## src/rtl/hazard_scoreboard_ctrl.sv

```systemverilog
// Pipeline hazard controller: load-use, MUL/DIV scoreboard, memory wait and FENCE drain.
// Zero latency (controls combinational on inputs + registered state); memwait freezes EX/MEM/WB.
module hazard_scoreboard_ctrl #(
  parameter int CNT_W = 32
) (
  input  logic             clk,
  input  logic             rst_n,
  input  logic [4:0]       rs1_id,
  input  logic [4:0]       rs2_id,
  input  logic             rs1_valid_id,
  input  logic             rs2_valid_id,
  input  logic [4:0]       rd_id,
  input  logic             rd_valid_id,
  input  logic             is_muldiv_id,
  input  logic             is_fence_id,
  input  logic [4:0]       rd_ex,
  input  logic             write_enable_ex,
  input  logic             is_load_ex,
  input  logic             is_branch_taken,
  input  logic             dmem_req_mem,
  input  logic             dmem_ready,
  input  logic             muldiv_done,
  input  logic [4:0]       muldiv_rd,
  output logic [1:0]       mux_if_pm,
  output logic [1:0]       mux_id_pm,
  output logic             freeze_mem,
  output logic             do_stall,
  output logic             muldiv_issue,
  output logic             muldiv_busy,
  output logic [31:0]      pending_mask,
  output logic [CNT_W-1:0] stall_cycles
);

  typedef enum logic {RUN = 1'b0, DRAIN = 1'b1} state_t;

  state_t      state, state_nxt;
  logic        memwait, loaduse, raw, waw, struct_haz, fence_wait, hazard;
  logic        rs1_clr, rs2_clr, rd_clr, unit_wait;
  logic [31:0] set_mask, clr_mask, pending_nxt;

  assign memwait    = dmem_req_mem & ~dmem_ready;
  assign rs1_clr    = muldiv_done & (muldiv_rd == rs1_id);
  assign rs2_clr    = muldiv_done & (muldiv_rd == rs2_id);
  assign rd_clr     = muldiv_done & (muldiv_rd == rd_id);
  assign unit_wait  = muldiv_busy & ~muldiv_done;

  assign loaduse    = is_load_ex & write_enable_ex & (rd_ex != 5'd0) &
                      ((rs1_valid_id & (rs1_id == rd_ex)) | (rs2_valid_id & (rs2_id == rd_ex)));
  assign raw        = (rs1_valid_id & pending_mask[rs1_id] & ~rs1_clr) |
                      (rs2_valid_id & pending_mask[rs2_id] & ~rs2_clr);
  assign waw        = rd_valid_id & pending_mask[rd_id] & ~rd_clr;
  assign struct_haz = is_muldiv_id & unit_wait;
  assign fence_wait = is_fence_id & unit_wait;
  assign hazard     = loaduse | raw | waw | struct_haz | fence_wait | (state == DRAIN);

  always_ff @(posedge clk) begin
    if (!rst_n) begin
      state <= RUN;
    end else begin
      state <= state_nxt;
    end
  end

  // DRAIN also exits once the unit is idle, so a completion hidden under memwait cannot strand it.
  always_comb begin
    state_nxt = state;
    if (!memwait) begin
      case (state)
        RUN:     if (!is_branch_taken && fence_wait) state_nxt = DRAIN;
        DRAIN:   if (is_branch_taken || muldiv_done || !muldiv_busy) state_nxt = RUN;
        default: state_nxt = RUN;
      endcase
    end
  end

  always_comb begin
    mux_if_pm    = 2'b00;
    mux_id_pm    = 2'b00;
    freeze_mem   = 1'b0;
    do_stall     = 1'b0;
    muldiv_issue = 1'b0;
    if (!rst_n) begin
      mux_if_pm = 2'b01;
      mux_id_pm = 2'b01;
    end else if (memwait) begin
      mux_if_pm  = 2'b10;
      mux_id_pm  = 2'b10;
      freeze_mem = 1'b1;
    end else if (is_branch_taken) begin
      mux_if_pm = 2'b01;
      mux_id_pm = 2'b01;
    end else if (hazard) begin
      mux_if_pm = 2'b10;
      mux_id_pm = 2'b01;
      do_stall  = 1'b1;
    end else begin
      muldiv_issue = is_muldiv_id & rd_valid_id;
    end
  end

  // A new issue to the same register overrides a completion clearing it.
  assign set_mask    = (muldiv_issue && rd_id != 5'd0) ? (32'd1 << rd_id) : 32'd0;
  assign clr_mask    = muldiv_done ? (32'd1 << muldiv_rd) : 32'd0;
  assign pending_nxt = ((pending_mask & ~clr_mask) | set_mask) & ~32'd1;

  always_ff @(posedge clk) begin
    if (!rst_n) begin
      pending_mask <= 32'd0;
      muldiv_busy  <= 1'b0;
      stall_cycles <= '0;
    end else begin
      pending_mask <= pending_nxt;
      muldiv_busy  <= muldiv_issue | unit_wait;
      if (mux_if_pm == 2'b10 && stall_cycles != {CNT_W{1'b1}})
        stall_cycles <= stall_cycles + {{(CNT_W-1){1'b0}}, 1'b1};
    end
  end

endmodule

```

## config.mk

```make
export PLATFORM = sky130hd
export DESIGN_NAME = hazard_scoreboard_ctrl
export DESIGN_NICKNAME = d
export VERILOG_FILES = /design/src/rtl/hazard_scoreboard_ctrl.sv
export SDC_FILE = /design/constraint.sdc
export NUM_CORES = 1
export LEC_CHECK = 0
export BUFFER_PORTS_ARGS = -buffer_cell sky130_fd_sc_hd__buf_2
export CAP_MARGIN = 20
export CELL_PAD_IN_SITES_DETAIL_PLACEMENT = 0
export CELL_PAD_IN_SITES_GLOBAL_PLACEMENT = 1
export CORE_MARGIN = 5
export CORE_UTILIZATION = 37
export CTS_BUF_LIST = sky130_fd_sc_hd__clkbuf_2
export DETAILED_ROUTE_END_ITERATION = 10
export HOLD_SLACK_MARGIN = 0.15
export PLACE_DENSITY = 0.78
export SYNTH_ARGS = -nofsm -noshare
export SYNTH_HDL_FRONTEND = slang
export SYNTH_SLANG_ARGS = --single-unit
```

## constraint.sdc

```tcl
create_clock -name clk -period 3.35 [get_ports clk]
set_input_delay 0.67 -clock clk [delete_from_list [all_inputs] [get_ports clk]]
set_output_delay 0.67 -clock clk [all_outputs]
set_load 0.05 [all_outputs]
```

==> results of run 1 <==
==> critical path, delay by kind of cell, from the launching register on <==
| kind | cells | cell delay, ns |
|---|---|---|
| AOI/OAI and AO/OA | 1 | 0.29 |
| and+or+nand+nor | 1 | 0.54 |
| DFF | 1 | 0.40 |
| buffers and inverters | 2 | 0.19 |
| muxes | 2 | 0.91 |
==> worst paths after layout <==
check	start	to	cells past startpoint
min reg2reg	stall_cycles[15]	stall_cycles[15]	2
max reg2reg	pending_mask[7]	pending_mask[25]	9
max	pending_mask[7]	muldiv_issue	6
min	is_fence_id	state	3
==> layout make-up <==
cell class	count	area share (%)
antenna	1	0.0455
clock buffer	9	0.820
clock inverter	7	1.12
inverter	17	1.39
multi-input combinational	365	50.9
sequential	65	24.1
tap	143	3.26
timing repair buffer	161	18.4
==> power by group through the flow <==
stage | clock network [mW] | logic, mW | registers [mW]
5_1_grt | 0.501 | 0.328 | 0.780
6_report | 0.455 | 0.307 | 0.779
3_5_place_dp | 0 | 0.293 | 0.798
4_1_cts | 0.471 | 0.305 | 0.779
2_1_floorplan | 0 | 0.179 | 0.807
3_3_place_gp | 0 | 0.289 | 0.798
==> sequential cells by signal, indices dropped and copies added (netlist names) <==
register / flops
pending_mask: 31
state: 1
stall_cycles: 32
muldiv_busy: 1
==> cells in the mapped netlist, drive strengths merged, types with 3 or more instances <==
cell | n | area, um^2
inv | 16 | 60.1
and3 | 12 | 75.1
nand4 | 16 | 100
xnor2 | 25 | 219
mux4 | 20 | 450
nor4 | 3 | 40.0
o21ai | 31 | 155
o41ai | 3 | 48.8
nand2 | 40 | 153
a2111oi | 5 | 50.0
nor2b | 5 | 31.3
a21oi | 17 | 85.1
buf | 14 | 78.8
nor3 | 4 | 31.3
dfxtp | 65 | 1300
or3 | 3 | 18.8
nand3 | 31 | 165
clkbuf | 21 | 78.8
o211ai | 22 | 165
nand3b | 7 | 52.6
mux2i | 31 | 310
a21o | 4 | 30.0
or3b | 3 | 26.3
nand2b | 29 | 181
o22ai | 4 | 25.0
xor2 | 5 | 43.8
nor2 | 17 | 63.8
==> timing repair <==
item / CTS / global route
gates resized for setup: 28 / 3
pin swaps: 2 / 0
setup endpoints to repair: 4 / 4
setup buffers: 7 / 0
==> kinds of logic after synthesis <==
kind of cell    after synthesis  synth area share (%)
simple gates                177                  23.2
compound gates              103                  16.5
flops                        65                  30.4
mux                          53                  18.3
buf+inv                      52                  5.20
xor+xnor                     30                  6.13
fa+ha+maj                     1                 0.292
other cells                   1                0.0875
==> routing by layer <==
| layer | GRT usage, % | vias to the layer above |
|---|---|---|
| met5 | 0 | - |
| met4 | 8.67 | 2 |
| met3 | 5.96 | 30 |
| met2 | 31.4 | 198 |
| met1 | 27.7 | 2123 |
| li1 | - | 2060 |
==> stage by stage <==
stage	cells	TNS, ns
after global routing	768	-0.891
after global placement	744	-1.30
after CTS	767	-0.624
after detailed placement	744	-2.84
final	768	-0.436
after floorplan	482	-0.143
==> flow_metrics.env, run 1 <==
export IMPL_finalInstanceArea_um2=5490
export IMPL_max_freq_mhz=286
export IMPL_wl_um=14600
export IMPL_numCtsBuffers=9
export IMPL_max_stage_delay_ns=0.54
export IMPL_slew_viol_final=0
export IMPL_required_ns=2.68
export IMPL_area_delta_synth_final_pct=28.2
export IMPL_most_common_layout_cells="buf_2 (104), dfxtp_1 (56), buf_4 (49)"
export IMPL_cts_htree_levels=3
export IMPL_hold_violations=0
export IMPL_failed_checks="setup timing"
export IMPL_switching_power_mw=0.482
export IMPL_nNetsFinal=658
export IMPL_io_buffers=108
export IMPL_p_per_area_nw_per_um2=280
export IMPL_yosysSeqAreaShare_pct=30.4
export IMPL_vias_per_cell=5.75
export IMPL_p_int_mw=1.06
export IMPL_final_layout_size_suffix_gt1_share_pct=36.5
export IMPL_worst_setup_path_type="reg -> out"
export IMPL_rows=39
export IMPL_antenna_found_initial=2
export IMPL_total_power_mw=1.54
export IMPL_period_share_pct=104
export IMPL_drtAntennaViolNets=0
export IMPL_gp_congestion=0.967
export IMPL_numClockSinks=65
export IMPL_critPathArrivalTime_ns=2.83
export IMPL_start_util_pct=37.7
export IMPL_worstPathCellList="mux4_2 -> mux4_2 -> o2111a_1 -> or4b_4 -> clkinv_8 -> buf_12"
export IMPL_fin_skew_ns=0.0316
export IMPL_p_leak_nw=2.42
export IMPL_grt_max_degree=64
export IMPL_tightest_slew_ns=0.913
export IMPL_syn_inst=482
export IMPL_drtIter0Drc=289
export IMPL_critPathSlowestCell="or4b_4"
export IMPL_ff2ff_setup_slack_ns=0.44
export IMPL_max_cap_violations=0
export IMPL_fp_coreArea_um2=11400
export IMPL_ys_warn_count=0
export IMPL_wl_per_cell_um=19.0
export IMPL_wl_met3_um=1380
export IMPL_firstDrtPassIters=5
export IMPL_clockPowerShare_pct=29.5
export IMPL_drc=0
export IMPL_seqPwrFrac_pct=50.6
export IMPL_chipWidth_um=118
export IMPL_multi_input_area_um2=2800
export IMPL_vias=4413
export IMPL_worst_slack_ns=-0.150
export IMPL_rsz0062_at_grt="true"
export IMPL_regArea_um2=1320
export IMPL_fillCellCount=1079
export IMPL_place_ws_ns=-0.256
export IMPL_netlist_area_um2=4290
export IMPL_boundaryPins=110
export IMPL_final_setup_viol_count=4
export IMPL_synth_area_per_cell_um2=8.89
export IMPL_ir_drop_mv=0.122
export IMPL_synth_net_count=521
export IMPL_overflow=0
export IMPL_layout_commonest_cell="buf_2"
export IMPL_grt_pass1_vias=4420
export IMPL_dp_hpwl_um=11200
export IMPL_holdCritPathClass="in -> reg"
export IMPL_root_buffer="clkbuf_2"
export IMPL_switching_share_pct=31.3
export IMPL_wl_met1_um=6250
export IMPL_min_period_ns=3.50
export IMPL_die_y_um=118
export IMPL_crit_path_frequent_cell="mux4_2"
export IMPL_async_flop_share_pct=0
export IMPL_clk_path_buf_depth=2
export IMPL_end_kind="output pin"
export IMPL_dpl_cell_area_um2=5240
export IMPL_outcome="finished with violations"
export IMPL_cp_start_kind="flip-flop"
export IMPL_hold_buffers=0
export IMPL_clock_latency_ns=0.52
export IMPL_synth_edf_count=0
export IMPL_relSlewSlack_pct=38.7
export IMPL_top_layer_used="met5"
export IMPL_hold_worst_slack_ns=0.416
export IMPL_cp_max_fo=4
export IMPL_synth_distinct_cells=60
export IMPL_track_usage_pct=20.8
export IMPL_grt_pass1_wl_um=23400
export IMPL_path_clk_slew_ns=0.18
export IMPL_synth_seq_cells=65
export IMPL_ys_flop_type="dfxtp_1"
export IMPL_cts_tree="done"
export IMPL_wl_met2_um=6580
export IMPL_combPwrFrac_pct=19.9
export IMPL_fin_util_pct=48.3
export IMPL_dieArea_um2=13800
No activity file was read; power rests on OpenSTA's default activity.
==> inputs of run 2 (changes only) <==
- CORE_MARGIN: 5 -> 2
==> run 2 against run 1 <==
Against the previous run: the run still ends with setup timing left; routed wire length down 2.1%; cell area up 0.41%; highest routed layer is now met4; setup slack worse by 0.040 ns; sequential power hardly changed; clock skew is 0.00061 ns lower; clock-buffer cell count is the same; combinational power grew 2%; sequential share of layout area decreased by 0.19 points; sequential cell count did not move; non-clock buffer count shrank 2; maximum frequency shrank 1.1%; hold slack got worse by 0.031 ns.
==> flow_metrics.env, run 2 (same netlist as run 1, synthesis figures left out) <==
export IMPL_top_register="stall_cycles"
export IMPL_grt_pass1_wl_um=22400
export IMPL_place_inst=745
export IMPL_drc=0
export IMPL_regArea_um2=1320
export IMPL_drtAntennaViolNets=0
export IMPL_boundaryPins=110
export IMPL_fin_skew_ns=0.0310
export IMPL_min_period_ns=3.54
export IMPL_firstDrtPassIters=5
export IMPL_tns_ns=-0.556
export IMPL_worst_slack_ns=-0.189
export IMPL_largest_register_ffs=32
export IMPL_wl_per_cell_um=18.6
export IMPL_cts_tree="done"
export IMPL_failed_checks="setup timing"
export IMPL_final_setup_viol_count=4
export IMPL_chipWidth_um=112
export IMPL_critPathArrivalTime_ns=2.87
export IMPL_vias=4399
export IMPL_worst_setup_path_type="reg -> out"
export IMPL_hold_worst_slack_ns=0.385
export IMPL_io_buffers=108
export IMPL_multi_input_area_um2=2800
export IMPL_track_usage_pct=22.5
export IMPL_vias_per_cell=5.74
export IMPL_place_ws_ns=-0.264
export IMPL_path_clk_slew_ns=0.20
export IMPL_path_delay_family="multiplexers"
export IMPL_dp_hpwl_um=10900
export IMPL_rsz0062_at_grt="true"
export IMPL_cts_htree_levels=3
export IMPL_max_freq_mhz=283
export IMPL_worstPathCellList="mux4_2 -> mux4_2 -> o2111a_1 -> or4b_4 -> clkinv_8 -> buf_12"
export IMPL_nNetsFinal=656
export IMPL_start_util_pct=37.7
export IMPL_total_power_mw=1.65
export IMPL_hold_violations=0
export IMPL_wl_um=14300
export IMPL_critPathSlowestCell="or4b_4"
export IMPL_root_buffer="clkbuf_2"
export IMPL_fp_coreArea_um2=11400
export IMPL_p_per_area_nw_per_um2=299
export IMPL_clock_latency_ns=0.54
export IMPL_grt_pass1_vias=4209
export IMPL_period_share_pct=106
export IMPL_dieArea_um2=12500
export IMPL_grt_max_degree=64
export IMPL_clk_path_buf_depth=2
export IMPL_holdCritPathClass="in -> reg"
export IMPL_relSlewSlack_pct=57.1
export IMPL_fillCellCount=1124
export IMPL_numCtsBuffers=9
export IMPL_dpl_cell_area_um2=5260
export IMPL_cp_max_fo=5
export IMPL_cp_start_kind="flip-flop"
export IMPL_crit_path_frequent_cell="mux4_2"
export IMPL_slew_viol_final=0
export IMPL_final_layout_size_suffix_gt1_share_pct=36.3
export IMPL_layout_commonest_cell="buf_2"
export IMPL_max_cap_violations=0
export IMPL_numClockSinks=65
export IMPL_gp_congestion=0.953
export IMPL_finalInstanceArea_um2=5520
export IMPL_rows=39
export IMPL_drtIter0Drc=379
export IMPL_fin_util_pct=48.5
export IMPL_instances_no_fill=766
export IMPL_p_leak_nw=2.42
export IMPL_antenna_found_initial=1
export IMPL_most_common_layout_cells="buf_2 (104), dfxtp_1 (58), buf_4 (46)"
export IMPL_overflow=0
export IMPL_tightest_slew_ns=0.637
export IMPL_ir_drop_mv=0.173
export IMPL_area_delta_synth_final_pct=28.7
export IMPL_max_stage_delay_ns=0.54
export IMPL_top_regs="stall_cycles: 32 flops, pending_mask: 31 flops"
export IMPL_required_ns=2.68
export IMPL_end_kind="output pin"
export IMPL_worst_path_buf_inv=2
export IMPL_outcome="finished with violations"
export IMPL_die_y_um=112
[run 2: report_power, final]
| part | total, mW | internal [mW] | switching [mW] |
|---|---|---|---|
| Combinational | 0.314 | 0.125 | 0.189 |
| Clock | 0.558 | 0.244 | 0.313 |
| Sequential | 0.780 | 0.775 | 0.00477 |
| Total | 1.65 | 1.14 | 0.507 |
[run 2: metal layers]
layer | vias up | share of wire, % | track usage [%]
met3 | 24 | 8.2 | 4.63
met4 | 0 | 2.3 | 8.31
met1 | 2128 | 45 | 31.8
li1 | 2057 | - | -
met5 | - | 0 | 0
met2 | 190 | 44 | 34.1
[run 2: path summary, 6_finish.rpt]
check	startpoint	endpoint	slack (ns)	cells past startpoint
worst max register to register	pending_mask[7]	stall_cycles[27]	0.40	12
worst min register to register	stall_cycles[21]	stall_cycles[21]	0.50	2
worst min-delay path	is_fence_id	state	0.38	3
worst max-delay path	pending_mask[7]	muldiv_issue	-0.19	6
[run 2: area by class of cell]
class	instances	area share [%]
Multi-Input combinational cell	365	50.7
Sequential cell	65	23.9
Timing Repair Buffer	159	18.2
Tap cell	143	3.24
Clock inverter	7	1.72
Inverter	17	1.38
Clock buffer	9	0.817
Antenna cell	1	0.0454
[run 2: repair_timing]
action,in CTS,in global routing
buffers inserted,4,0
setup endpoints to repair,4,4
pin swaps,3,1
gates resized for setup,25,2
hold buffers,0,0
[run 2: tightest hold or removal path, stage by stage]
cell and delay [ns]:
buf_2 0.09, a21oi_1 0.05, nor2_1 0.09
